===== src/rtl/sub_add_pkg.sv =====
// sub_add_pkg
//   Shared definitions for the adder/subtractor core and its users.
//   OP_ADD / OP_SUB are the encodings of the cin op-select bit.
//   flags_t bundles the three status flags produced next to the result.
package sub_add_pkg;

  localparam logic OP_ADD = 1'b0;
  localparam logic OP_SUB = 1'b1;

  localparam int unsigned DEFAULT_WIDTH = 4;

  typedef struct packed {
    logic carry;
    logic overflow;
    logic zero;
  } flags_t;

  // Zero detect on an arbitrary-width vector, capped at 64 bits.
  function automatic logic is_zero(input logic [63:0] val);
    return ~|val;
  endfunction

endpackage


===== src/rtl/sub_add_full_adder.sv =====
// full_adder
//   One bit of the ripple chain.
//   Ports:
//     a, b  in   operand bits
//     ci    in   carry in from the lower stage
//     s     out  sum bit
//     co    out  carry out to the upper stage
module full_adder (
  input  logic a,
  input  logic b,
  input  logic ci,
  output logic s,
  output logic co
);

  assign s  = a ^ b ^ ci;
  assign co = (a & b) | (ci & (a ^ b));

endmodule


===== src/rtl/sub_add.sv =====
// sub_add
//   Registered two's-complement adder/subtractor with carry, overflow and
//   zero flags. cin = 0 adds, cin = 1 subtracts (a + ~b + 1). Results and
//   flags appear one clock after in_valid.
//   Ports:
//     clk        in   clock, rising edge
//     rst_n      in   asynchronous active-low reset
//     in_valid   in   capture a/b/cin this cycle
//     a, b       in   WIDTH-bit operands
//     cin        in   op select / carry-in of the chain
//     out_valid  out  result and flags were updated this cycle
//     result     out  a+b or a-b modulo 2^WIDTH
//     carry      out  raw carry out of the MSB stage (subtract: 1 = no borrow)
//     overflow   out  signed overflow
//     zero       out  result == 0
module sub_add
  import sub_add_pkg::*;
#(
  parameter int unsigned WIDTH = DEFAULT_WIDTH
) (
  input  logic             clk,
  input  logic             rst_n,
  input  logic             in_valid,
  input  logic [WIDTH-1:0] a,
  input  logic [WIDTH-1:0] b,
  input  logic             cin,
  output logic             out_valid,
  output logic [WIDTH-1:0] result,
  output logic             carry,
  output logic             overflow,
  output logic             zero
);

  logic [WIDTH-1:0] bb;
  logic [WIDTH-1:0] sum;
  logic [WIDTH:0]   c;
  flags_t           flags_nxt;
  flags_t           flags_q;

  // Subtract inverts b and injects the +1 through the chain carry-in.
  assign bb   = b ^ {WIDTH{cin}};
  assign c[0] = cin;

  for (genvar i = 0; i < WIDTH; i++) begin : g_chain
    full_adder u_fa (
      .a  (a[i]),
      .b  (bb[i]),
      .ci (c[i]),
      .s  (sum[i]),
      .co (c[i+1])
    );
  end

  always_comb begin
    flags_nxt.carry    = c[WIDTH];
    // Overflow when both effective operands share a sign the result lacks.
    flags_nxt.overflow = (a[WIDTH-1] == bb[WIDTH-1]) && (sum[WIDTH-1] != a[WIDTH-1]);
    flags_nxt.zero     = ~|sum;
  end

  always_ff @(posedge clk or negedge rst_n) begin
    if (!rst_n) begin
      out_valid <= 1'b0;
      result    <= '0;
      flags_q   <= '{carry: 1'b0, overflow: 1'b0, zero: 1'b1};
    end else begin
      out_valid <= in_valid;
      if (in_valid) begin
        result  <= sum;
        flags_q <= flags_nxt;
      end
    end
  end

  assign carry    = flags_q.carry;
  assign overflow = flags_q.overflow;
  assign zero     = flags_q.zero;

endmodule


===== config.mk =====
export PLATFORM = sky130hd
export DESIGN_NAME = sub_add
export DESIGN_NICKNAME = d
export VERILOG_FILES = /design/src/rtl/sub_add_pkg.sv /design/src/rtl/sub_add_full_adder.sv /design/src/rtl/sub_add.sv
export SDC_FILE = /design/constraint.sdc
export NUM_CORES = 1
export LEC_CHECK = 0
export BUFFER_PORTS_ARGS = -buffer_cell sky130_fd_sc_hd__buf_2
export CELL_PAD_IN_SITES_DETAIL_PLACEMENT = 0
export CELL_PAD_IN_SITES_GLOBAL_PLACEMENT = 1
export CORE_MARGIN = 5
export CORE_UTILIZATION = 33
export CTS_CLUSTER_DIAMETER = 120
export DETAILED_ROUTE_END_ITERATION = 8
export PLACE_DENSITY_LB_ADDON = 0.1
export RECOVER_POWER = 25
export REMOVE_ABC_BUFFERS = 1
export SLEW_MARGIN = 0
export SYNTH_ARGS = -nofsm -noshare
export SYNTH_HDL_FRONTEND = slang
export SYNTH_HIERARCHICAL = 1
export SYNTH_SLANG_ARGS = --single-unit

===== constraint.sdc =====
create_clock -name clk -period 1 [get_ports clk]
set_input_delay 0.2 -clock clk [delete_from_list [all_inputs] [get_ports clk]]
set_output_delay 0.2 -clock clk [all_outputs]
set_load 0.1 [all_outputs]

Word-level counts from Yosys, hierarchy flattened
Cells that the tools add are included.
{ "word_totals": {"word_cells": 31, "latchBits": 0, "rom_bits": 0, "output_inout_bits": 8, "ram_bits": 0, "n_memories": 0, "register_bits": 8, "input_bits": 12} }
{ "classes": {"n_lt_le_gt_ge": 0, "bitwise_logic": 21, "n_eq_ne": 2, "n_addsub": 0, "div": 0, "reduce_logical": 3, "muxes": 0, "shifts": 0, "n_mul": 0} }
{ "ops": {"columns": ["operator", "n"], "rows": [
  ["$and 1x1->1", 8],
  ["$xor 1x1->1", 8],
  ["$or 1x1->1", 4],
  ["$reduce_or 4->1", 1],
  ["$xor 4x4->4", 1],
  ["$eq 1x1->1", 1],
  ["$logic_and 1x1->1", 1],
  ["$logic_not 1->1", 1],
  ["$ne 1x1->1", 1]
]} }

Depth between registers and ports, before layout
Gate-level depths: netlist of run 1.
{ "logic_depth": {"depth_word": 11, "ltp_mapped": 7, "depth_no_buf": 7} }

Modules after synthesis
Netlist of run 1, hierarchy kept.
{ "modules_own_cells": {"columns": ["mod", "seq_area_each_um2", "area_each_um2", "instances", "cells_per_inst"], "rows": [
  ["sub_add", 201.4, 351.6, 1, 24],
  ["full_adder", 0.0, 20.0, 4, 1]
]} }

Least setup slack after synthesis of run 1
Ideal clock, no wire load.
{ "synth_path": {"kind": "input to register", "start": "in cin", "end": "reg flags_q, in the netlist zero", "path_buffers": 0, "setup_slack_ps": -1473, "path_stages": 7, "arrival_ps": 2411, "required_ps": 938, "setup_ps": 62, "cell_sequence": "xor2_1 -> fa_1 -> fa_1 -> fa_1 -> fa_1 -> nor4_1 -> mux2_2"} }
{ "synth_via": {"elab_chain_cells": 11, "elab_cells_between_ends": 20, "classes_between": "18 x bitwise; 2 x reduce/logical"} }
{ "synth_lines": {"columns": ["element", "line", "rtl"], "rows": [
  ["start, declared", "sub_add.sv:26", "input logic cin,"],
  ["$xor 4x4->4", "sub_add.sv:41", "assign bb = b ^ {WIDTH{cin}};"],
  ["$xor 1x1->1", "sub_add_full_adder.sv:17", "assign co = (a & b) | (ci & (a ^ b));"],
  ["$and 1x1->1", "sub_add_full_adder.sv:17", null],
  ["$or 1x1->1 *", "sub_add_full_adder.sv:17", null],
  ["named net c[1]", "sub_add.sv:36", "logic [WIDTH:0] c;"],
  ["$and 1x1->1 *", "sub_add_full_adder.sv:17", null],
  ["$or 1x1->1 *", "sub_add_full_adder.sv:17", null],
  ["named net c[2]", "sub_add.sv:36", null],
  ["$and 1x1->1 *", "sub_add_full_adder.sv:17", null],
  ["$or 1x1->1 *", "sub_add_full_adder.sv:17", null],
  ["named net c[3]", "sub_add.sv:36", null],
  ["$xor 1x1->1 *", "sub_add_full_adder.sv:16", "assign s = a ^ b ^ ci;"],
  ["named net sum[3]", "sub_add.sv:35", "logic [WIDTH-1:0] sum;"],
  ["$reduce_or 4->1 *", "sub_add.sv:58", "flags_nxt.zero = ~|sum;"],
  ["$logic_not 1->1 *", "sub_add.sv:58", null],
  ["end signal, assigned", "sub_add.sv:65", "flags_q <= '{carry: 1'b0, overflow: 1'b0, zero: 1'b1};"],
  ["end signal, assigned", "sub_add.sv:70", "flags_q <= flags_nxt;"],
  ["end, declared", "sub_add.sv:38", "flags_t flags_q;"]
]} }
Mark *: on every way through the listed nets, which the timed path passes. The rest lies on a longest branch.
A chain may end at the register's enable or synchronous reset.

Worst setup path after layout of run 1
{ "layout_path": {"start": "in cin", "end": "reg flags_q, in the netlist zero"} }
{ "layout_via": {"elab_chain_cells": 11, "elab_cells_between_ends": 20, "classes_between": "18 x bitwise; 2 x reduce/logical"} }
{ "layout_lines": {"columns": ["element", "line", "rtl"], "rows": [
  ["$xor 4x4->4 *", "sub_add.sv:41", null],
  ["named net bb[0]", "sub_add.sv:34", "logic [WIDTH-1:0] bb;"],
  ["$xor 1x1->1", "sub_add_full_adder.sv:17", null],
  ["$and 1x1->1", "sub_add_full_adder.sv:17", null],
  ["$or 1x1->1 *", "sub_add_full_adder.sv:17", null],
  ["named net c[1]", "sub_add.sv:36", null],
  ["$and 1x1->1 *", "sub_add_full_adder.sv:17", null],
  ["$or 1x1->1 *", "sub_add_full_adder.sv:17", null],
  ["named net c[2]", "sub_add.sv:36", null],
  ["$and 1x1->1 *", "sub_add_full_adder.sv:17", null],
  ["$or 1x1->1 *", "sub_add_full_adder.sv:17", null],
  ["named net c[3]", "sub_add.sv:36", null],
  ["$xor 1x1->1 *", "sub_add_full_adder.sv:16", null],
  ["named net sum[3]", "sub_add.sv:35", null],
  ["$reduce_or 4->1 *", "sub_add.sv:58", null],
  ["$logic_not 1->1 *", "sub_add.sv:58", null]
]} }
Marks and branches as above.

==> metrics.csv, run 1 <==
metric,value,unit
PnR worst setup slack,-1.26,ns
CTS tree,done,
cell count after synthesis,28,
diode count,0,
die width,46.2,um
failing checks,setup timing,
number of remaining DRC errors,0,
"count leader, synth",dfrtp_1,
Synth area leader,dfrtp_1,
Placement Cell Area,691,sq um
"Power, Total",1.91,mW
grt ovf,0,
# IOs,20,
synthesized area per cell,15.4,sq um
area of the core,1270,sq um
leakage,0.342,nW
Critical Path Start,cin,
synth top area cells,"dfrtp_1, fa_1, mux2_2",
Initial Util,34.0,%
mapped cell area,432,sq um
clk sinks,8,
cell area power density,2460,nW/um^2
Inst Count DP,65,
Crit. End Element,flop,
synth cell count leaders,"dfrtp_1, mux2_2, fa_1",
fin crit period,2.26,ns
clock-pin slew on the worst setup and hold paths,0.05,ns
Port Buffers,19,
vias in the first global route,330,
Iteration-0 DRC Markers,0,
first-pass GRT wire length,1310,um
TritonRoute pass-1 iters,1,
Clock Skew,0,ns
WL final,856,um
Critical Path AT,2.43,ns
ys flop type,dfrtp_1,
pins over their slew limit,0,
"Design Area, Final",776,sq um
"Seq/Total Area, Yosys",46.7,%
type of the worst setup path,primary input to flop,
required time of the critical path,1.17,ns
FMAX,0.442,GHz
number of synthesis warnings,6,
relative slew slack,82.8,%
Fillers,104,
r2r setup slk,0.09,ns
hold crit path type,primary input to flop,
CP Launch Type,primary input,
Crit Path Max Fanout,3,
antenna-violating nets left,0,
synthesized flop and latch total,8,
GRT Total Usage,9.34,%
initial antenna violation count,0,
asr flop ratio synth,100,%
total CTS buffers,3,
H-tree Lvls,1,
Hold Crit Start,in_valid,
clock buffer depth,2,
die area,2130,sq um
"Distinct cells, synth",12,
GP Congestion,0.647,
die height,46.2,um
RSZ-0062 raised after global routing,yes,
Final nets,73,
final setup fails,14,
Final period util,226,%
Max VDD drop,932,uV
Final Hold Fails,0,
largest net degree at the start of global routing,11,
later-pin clock latency in the skew report,0.25,ns
Layout Area Growth over Synthesis,79.7,%
max cap viols,0,
Via-to-Cell Ratio,4.49,
reg2reg start,result[3],
Post-DP HPWL,735,um
Slew @ Worst Pin,0.256,ns
routed len/inst,12.1,um
layout cells sized above 1,73.2,%
Final Non-Filler Cells,71,
Post-synth EDFFs,0,
clk root buf,clkbuf_4,
row count,13,
outcome,"complete, but fails checks",
Vias,319,
Synth top area share,40.6,%
==> power by group <==
group	total, mW	switching (mW)	internal [mW]
logic	1.17	0.700	0.470
registers	0.478	0.0754	0.402
clock network	0.260	0.107	0.152
total	1.91	0.883	1.02
==> layout by cell type (no fill, tap or decap) <==
cell           count
buf_2             10
buf_12             8
dfrtp_1            7
mux2_2             5
fa_2               4
buf_4              4
clkbuf_4           3
xor2_2             2
xor2_1             2
inv_1              1
nand3b_1           1
nand4b_1           1
o221ai_2           1
mux2_4             1
nor4_1             1
clkbuf_1           1
dlygate4sd3_1      1
buf_8              1
buf_6              1
dfstp_2            1
==> registers in the layout (all words and copies together) (netlist names) <==
signal	count
overflow	1
zero	1
out_valid	1
carry	1
result	4
==> layer usage <==
layer	track usage, %	vias to the layer above	wire length (um)
met5	0	-	0
met4	5.11	0	0
met1	9.25	153	336
li1	-	152	-
met3	5.86	0	86
met2	14.8	14	434
==> layout make-up <==
cell class	instances	area, sq um	share of cell area (%)
clock buffer	4	26.3	3.39
inverter	1	3.75	0.484
multi-input combinational	18	249	32.1
sequential	8	201	26.0
tap	15	18.8	2.42
timing repair buffer	25	277	35.6
==> worst paths after layout <==
check | to | depth (start not counted)
worst max-delay path | zero | 8
worst min-delay path | out_valid | 1
worst max register to register | result[3] | 2
worst min register to register | result[0] | 1
max in group asynchronous | zero | 2
min in group asynchronous | overflow | 2
==> cells by family (layout without fill, tap and decap cells) <==
logic type	Yosys count	in the layout	synth area share [%]
DFF	8	8	46.7
muxes	6	6	15.7
adders and majority gates	4	4	18.6
xor gates and xnor gates	4	4	9.86
and+or+nand+nor	3	3	5.22
buffers and inverters	2	30	2.03
AOI/OAI and AO/OA	1	1	2.03
==> critical path: stages <==
cell,delay (ns)
buf_8,0.10
xor2_2,0.17
fa_2,0.36
fa_2,0.34
fa_2,0.35
fa_2,0.58
nor4_1,0.06
mux2_2,0.25
==> per-stage QoR <==
step	hold WS [ns]	utilization (%)	setup TNS, ns	setup WS, ns
2_1_floorplan	-0.0956	-	-7.97	-1.47
3_3_place_gp	0.0481	54.4	-8.60	-1.69
3_5_place_dp	0.0506	54.4	-8.97	-1.76
4_1_cts	0.191	59.5	-6.91	-1.36
5_1_grt	0.191	61.1	-6.73	-1.29
6_report	0.207	61.1	-6.31	-1.26
==> timing repair <==
item | CTS | global route
resized for setup | 8 | 3
pin swaps | 3 | 2
setup endpoints to repair | 15 | 15
hold buffers | 1 | 0
buffers inserted | 0 | 1
endpoints found under the hold margin | 7 | 0
No activity file was read; power rests on OpenSTA's default activity.
==> run 2, diff against run 1 <==
--- a/config.mk
+++ b/config.mk
@@ -5,11 +5,12 @@
 export SDC_FILE = /design/constraint.sdc
 export NUM_CORES = 1
 export LEC_CHECK = 0
+export ABC_AREA = 1
 export BUFFER_PORTS_ARGS = -buffer_cell sky130_fd_sc_hd__buf_2
 export CELL_PAD_IN_SITES_DETAIL_PLACEMENT = 0
 export CELL_PAD_IN_SITES_GLOBAL_PLACEMENT = 1
 export CORE_MARGIN = 5
-export CORE_UTILIZATION = 33
+export CORE_UTILIZATION = 31
 export CTS_CLUSTER_DIAMETER = 120
 export DETAILED_ROUTE_END_ITERATION = 8
 export PLACE_DENSITY_LB_ADDON = 0.1
==> run 2 against run 1 <==
Net effect: the run still ends with setup timing left; area after synthesis is 8.4% higher; global-route usage is 0.50 points lower; power is 12% lower; combinational power is 16% lower; clock skew stayed put; synthesized cell count is 79% higher; final area is 8.5% higher; critical endpoint is now overflow; largest power group unchanged; highest routed layer is now met4.
==> metrics.csv, run 2 <==
metric,value,unit
number of remaining DRC errors,0,
hold crit path type,primary input to flop,
failing checks,setup timing,
clk root buf,clkbuf_4,
initial antenna violation count,0,
Layout Area Growth over Synthesis,79.9,%
routed len/inst,9.33,um
path depth of the worst reg2reg path,2,
Clock Skew,0,ns
Post-DP HPWL,781,um
Synth area leader,dfrtp_1,
synthesized area per cell,9.36,sq um
first-pass GRT wire length,1720,um
"commonest cells after routing, fill and taps aside","nand2_1, buf_2, buf_4",
Fillers,140,
PnR worst setup slack,-1.20,ns
Iteration-0 DRC Markers,0,
vias in the first global route,427,
fin crit period,2.20,ns
Synth top area share,37.4,%
clk sinks,8,
die area,2390,sq um
grt ovf,0,
layout cells sized above 1,53.0,%
synth top area cells,"dfrtp_1, fa_1, nand2_1",
Via-to-Cell Ratio,4.22,
Max VDD drop,805,uV
GP Congestion,0.658,
Slew @ Worst Pin,0.398,ns
TritonRoute pass-1 iters,1,
Final period util,220,%
Vias,418,
asr flop ratio synth,100,%
row count,14,
"count leader, synth",nand2_1,
max cap viols,0,
Inst Count DP,90,
hold path endpoint,out_valid,
Initial Util,31.8,%
number of synthesis warnings,6,
Post-synth EDFFs,0,
setup TNS,-5.73,ns
"Distinct cells, synth",14,
FF-to-FF End,zero,
clock-pin slew on the worst setup and hold paths,0.05,ns
cell area power density,2000,nW/um^2
cell count after synthesis,50,
area of the core,1470,sq um
reg2reg start,zero,
ys flop type,dfrtp_1,
Final Non-Filler Cells,99,
synth cell count leaders,"nand2_1, dfrtp_1, inv_1",
die width,48.9,um
Final nets,100,
outcome,"complete, but fails checks",
die height,48.9,um
RSZ-0062 raised after global routing,yes,
max reg flops,4,
synthesized flop and latch total,8,
Top reg by flops,result,
CTS tree,done,
GRT Total Usage,8.84,%
pins over their slew limit,0,
r2r setup slk,0.24,ns
largest net degree at the start of global routing,10,
Post-Route Utilization,57.2,%
Crit. End Element,flop,
"Seq/Total Area, Yosys",43.0,%
Critical Path AT,2.34,ns
Port Buffers,19,
Crit Path Max Fanout,3,
H-tree Lvls,1,
final setup fails,14,
clock buffer depth,2,
Final Hold Fails,0,
Hold Crit Start,in_valid,
diode count,0,
CP Launch Type,primary input,
WL final,924,um
total CTS buffers,3,
relative slew slack,73.5,%
type of the worst setup path,primary input to flop,
"most common cell after layout, fill and taps aside",nand2_1,
later-pin clock latency in the skew report,0.25,ns
pre-CTS WS,-1.64,ns
hold depth,1,
FMAX,0.454,GHz
required time of the critical path,1.14,ns
antenna-violating nets left,0,
# IOs,20,
leakage,0.420,nW
mapped cell area,468,sq um
run 2: cell count changes after synthesis, moves of 2 or more:
cell     change
nand2_1     +18
mux2_2       -6
inv_1        +4
nand3_1      +3
nor2_1       +2
o21ai_0      +2
run 2: worst max path at each step:
stage | start | end | slack, ns | cells past startpoint
3_5_place_dp | cin | overflow | -1.64 | 11
2_1_floorplan | cin | overflow | -1.42 | 10
5_1_grt | cin | overflow | -1.29 | 11
6_report | cin | overflow | -1.20 | 11
3_3_place_gp | cin | overflow | -1.63 | 11
4_1_cts | cin | overflow | -1.21 | 11
run 2: where the power goes:
| part | total (mW) | switching, mW | internal (mW) |
|---|---|---|---|
| sequential | 0.441 | 0.0568 | 0.384 |
| clock | 0.259 | 0.107 | 0.152 |
| combinational | 0.988 | 0.595 | 0.393 |
run 2: cells by family after synthesis:
logic type               count (synthesis)  synth area share [%]
AO/OA/AOI/OAI                            3                  4.01
XOR/XNOR                                 3                  5.62
adder cells (fa/ha/maj)                  4                  17.1
buffers and inverters                    7                  6.42
flip-flops                               8                  43.0
AND/OR/NAND/NOR                         25                  23.8
run 2: timing repair:
item | CTS | global route
hold endpoints to repair | 8 | 0
pin swaps | 3 | 1
setup buffers | 2 | 2
hold buffers | 1 | 0
endpoints found under the setup margin | 15 | 14
gates resized for setup | 13 | 1
run 2: area by class of cell:
class / instances / area (sq um) / share of cell area, %
Timing Repair Buffer: 30 / 313 / 37.1
Multi-Input combinational cell: 35 / 259 / 30.8
Sequential cell: 8 / 201 / 23.9
Clock buffer: 4 / 26.3 / 3.12
Inverter: 6 / 22.5 / 2.67
Tap cell: 16 / 20.0 / 2.38
run 2: critical path, stage by stage:
cell and delay (ns):
buf_8 0.10, xor2_2 0.17, fa_2 0.36, fa_2 0.35, fa_2 0.34, fa_1 0.52, inv_2 0.06, nand2_1 0.06
nand3_1 0.07, nand3_1 0.08, nand2_1 0.05
run 2: per-stage QoR:
step / total power [mW] / hold slack, ns / area [sq um]
floorplan: 0.981 / -0.0956 / 460
finish: 1.69 / 0.139 / 842
global placement: 1.35 / 0.0500 / 741
global route: 1.77 / 0.136 / 842
detailed placement: 1.35 / 0.0465 / 741
CTS: 1.68 / 0.136 / 825
run 2: metal layers:
| metal | track usage, % | share of wire [%] |
|---|---|---|
| met1 | 11.1 | 41 |
| met4 | 5.38 | 1.5 |
| met3 | 2.14 | 8.9 |
| met5 | 0 | 0 |
| met2 | 13.5 | 49 |
==> run 3, diff against run 2 <==
==> constraint.sdc (replaced) <==
create_clock -name clk -period 1 [get_ports clk]
set_input_delay 0.2 -clock clk [delete_from_list [all_inputs] [get_ports clk]]
set_output_delay 0.2 -clock clk [all_outputs]
set_load 0.02 [all_outputs]
==> run 3 against run 2 <==
Net effect: the flow still finishes with violations (setup timing); critical endpoint unchanged; critical path depth is the same; worst setup slack gained 0.017 ns; global-route usage grew 0.45 points; final area shrank 8.9%; sequential share of layout area grew 2.3 points; register-to-register slack is essentially flat; routed wire length grew 1.7%; maximum frequency grew 0.78%; via count shrank 0.72%; final cell count grew 1.0%; clock power grew 2%; first-iteration DRC count grew 4.
==> metrics.csv, run 3 (synthesized netlist as in run 2, its figures left out) <==
metric,value,unit
die height,48.9,um
row count,14,
pre-CTS WS,-1.62,ns
type of the worst setup path,primary input to flop,
Max VDD drop,581,uV
Placement Cell Area,621,sq um
routed len/inst,9.40,um
max reg flops,4,
Final nets,101,
clk root buf,clkbuf_4,
first-pass GRT wire length,1650,um
later-pin clock latency in the skew report,0.25,ns
worst hold slack,0.139,ns
cell area power density,1590,nW/um^2
max cap viols,0,
Clock Skew,0,ns
diode count,0,
fin crit period,2.18,ns
Slew @ Worst Pin,0.197,ns
PnR worst setup slack,-1.18,ns
failing checks,setup timing,
H-tree Lvls,1,
RSZ-0062 raised after global routing,yes,
die width,48.9,um
total CTS buffers,3,
Final Hold Fails,0,
pins over their slew limit,0,
Final period util,218,%
GP Congestion,0.696,
Crit Path Max Fanout,3,
die area,2390,sq um
Layout Area Growth over Synthesis,63.9,%
clock-pin slew on the worst setup and hold paths,0.06,ns
setup TNS,-5.41,ns
number of remaining DRC errors,0,
final setup fails,7,
TritonRoute pass-1 iters,5,
area of the core,1470,sq um
outcome,"complete, but fails checks",
# IOs,20,
Initial Util,31.8,%
Vias,415,
"commonest cells after routing, fill and taps aside","nand2_1, buf_2, buf_4",
WL final,940,um
vias in the first global route,377,
required time of the critical path,1.15,ns
"Power, Total",1.22,mW
"most common cell after layout, fill and taps aside",nand2_1,
GRT Total Usage,9.28,%
relative slew slack,86.8,%
hold crit path type,primary input to flop,
CTS tree,done,
clk sinks,8,
CP Launch Type,primary input,
Port Buffers,19,
leakage,0.398,nW
initial antenna violation count,0,
grt ovf,0,
Via-to-Cell Ratio,4.15,
"Design Area, Final",767,sq um
layout cells sized above 1,53.6,%
clock buffer depth,2,
Iteration-0 DRC Markers,4,
Critical Path AT,2.33,ns
Crit. End Element,flop,
antenna-violating nets left,0,
largest net degree at the start of global routing,10,
FMAX,0.458,GHz
Top reg by flops,result,
-- run 3: cell count changes in the layout (fill, tap and decap cells not counted), sizes merged --
| cell | change |
|---|---|
| buf | +2 |
| clkbuf | -1 |
-- run 3: per-stage QoR --
step / cells / util, %
detailed placement: 90 / 42.2
global placement: 90 / 42.2
CTS: 96 / 47.5
global route: 100 / 52.1
floorplan: 49 / -
finish: 100 / 52.1
-- run 3: final cells by class --
| class | count | area [sq um] |
|---|---|---|
| Fill cell | 148 | 704 |
| Timing Repair Buffer | 31 | 241 |
| Clock buffer | 4 | 26.3 |
| Inverter | 6 | 22.5 |
| Tap cell | 16 | 20.0 |
| Sequential cell | 8 | 201 |
| Multi-Input combinational cell | 35 | 255 |
-- run 3: critical path, stage by stage --
cell and delay, ns:
buf_8 0.10, xor2_2 0.17, fa_2 0.36, fa_2 0.34
fa_2 0.35, fa_1 0.52, inv_2 0.05, nand2_1 0.05
nand3_1 0.07, nand3_1 0.08, nand2_1 0.05
-- run 3: power by group --
group | internal (mW) | total [mW] | switching [mW]
clock network | 0.153 | 0.263 | 0.111
logic | 0.291 | 0.538 | 0.247
registers | 0.383 | 0.418 | 0.0342
total | 0.827 | 1.22 | 0.392
-- run 3: final timing paths --
check / to / slack (ns) / from / depth (start not counted)
min in group asynchronous: carry / 0.30 / rst_n / 2
setup / recovery: overflow / -1.18 / cin / 11
max in group asynchronous: zero / 0.45 / rst_n / 2
setup reg to reg: result[2] / 0.24 / result[2] / 3
hold reg to reg: result[0] / 0.49 / result[0] / 2
hold / removal: out_valid / 0.14 / in_valid / 1
-- run 3: per-layer routing --
layer | routed length [um] | GRT usage [%]
met5 | 0 | 0
met4 | 0 | 9.42
met3 | 62 | 3.36
met2 | 477 | 11.5
met1 | 400 | 11.7
-- run 3: timing repair --
item	4_1_cts	5_1_grt
endpoints found under the hold margin	8	0
pin swaps	3	1
buffers inserted	1	4
endpoints found under the setup margin	7	13
gates resized for setup	14	12
hold buffers	1	0
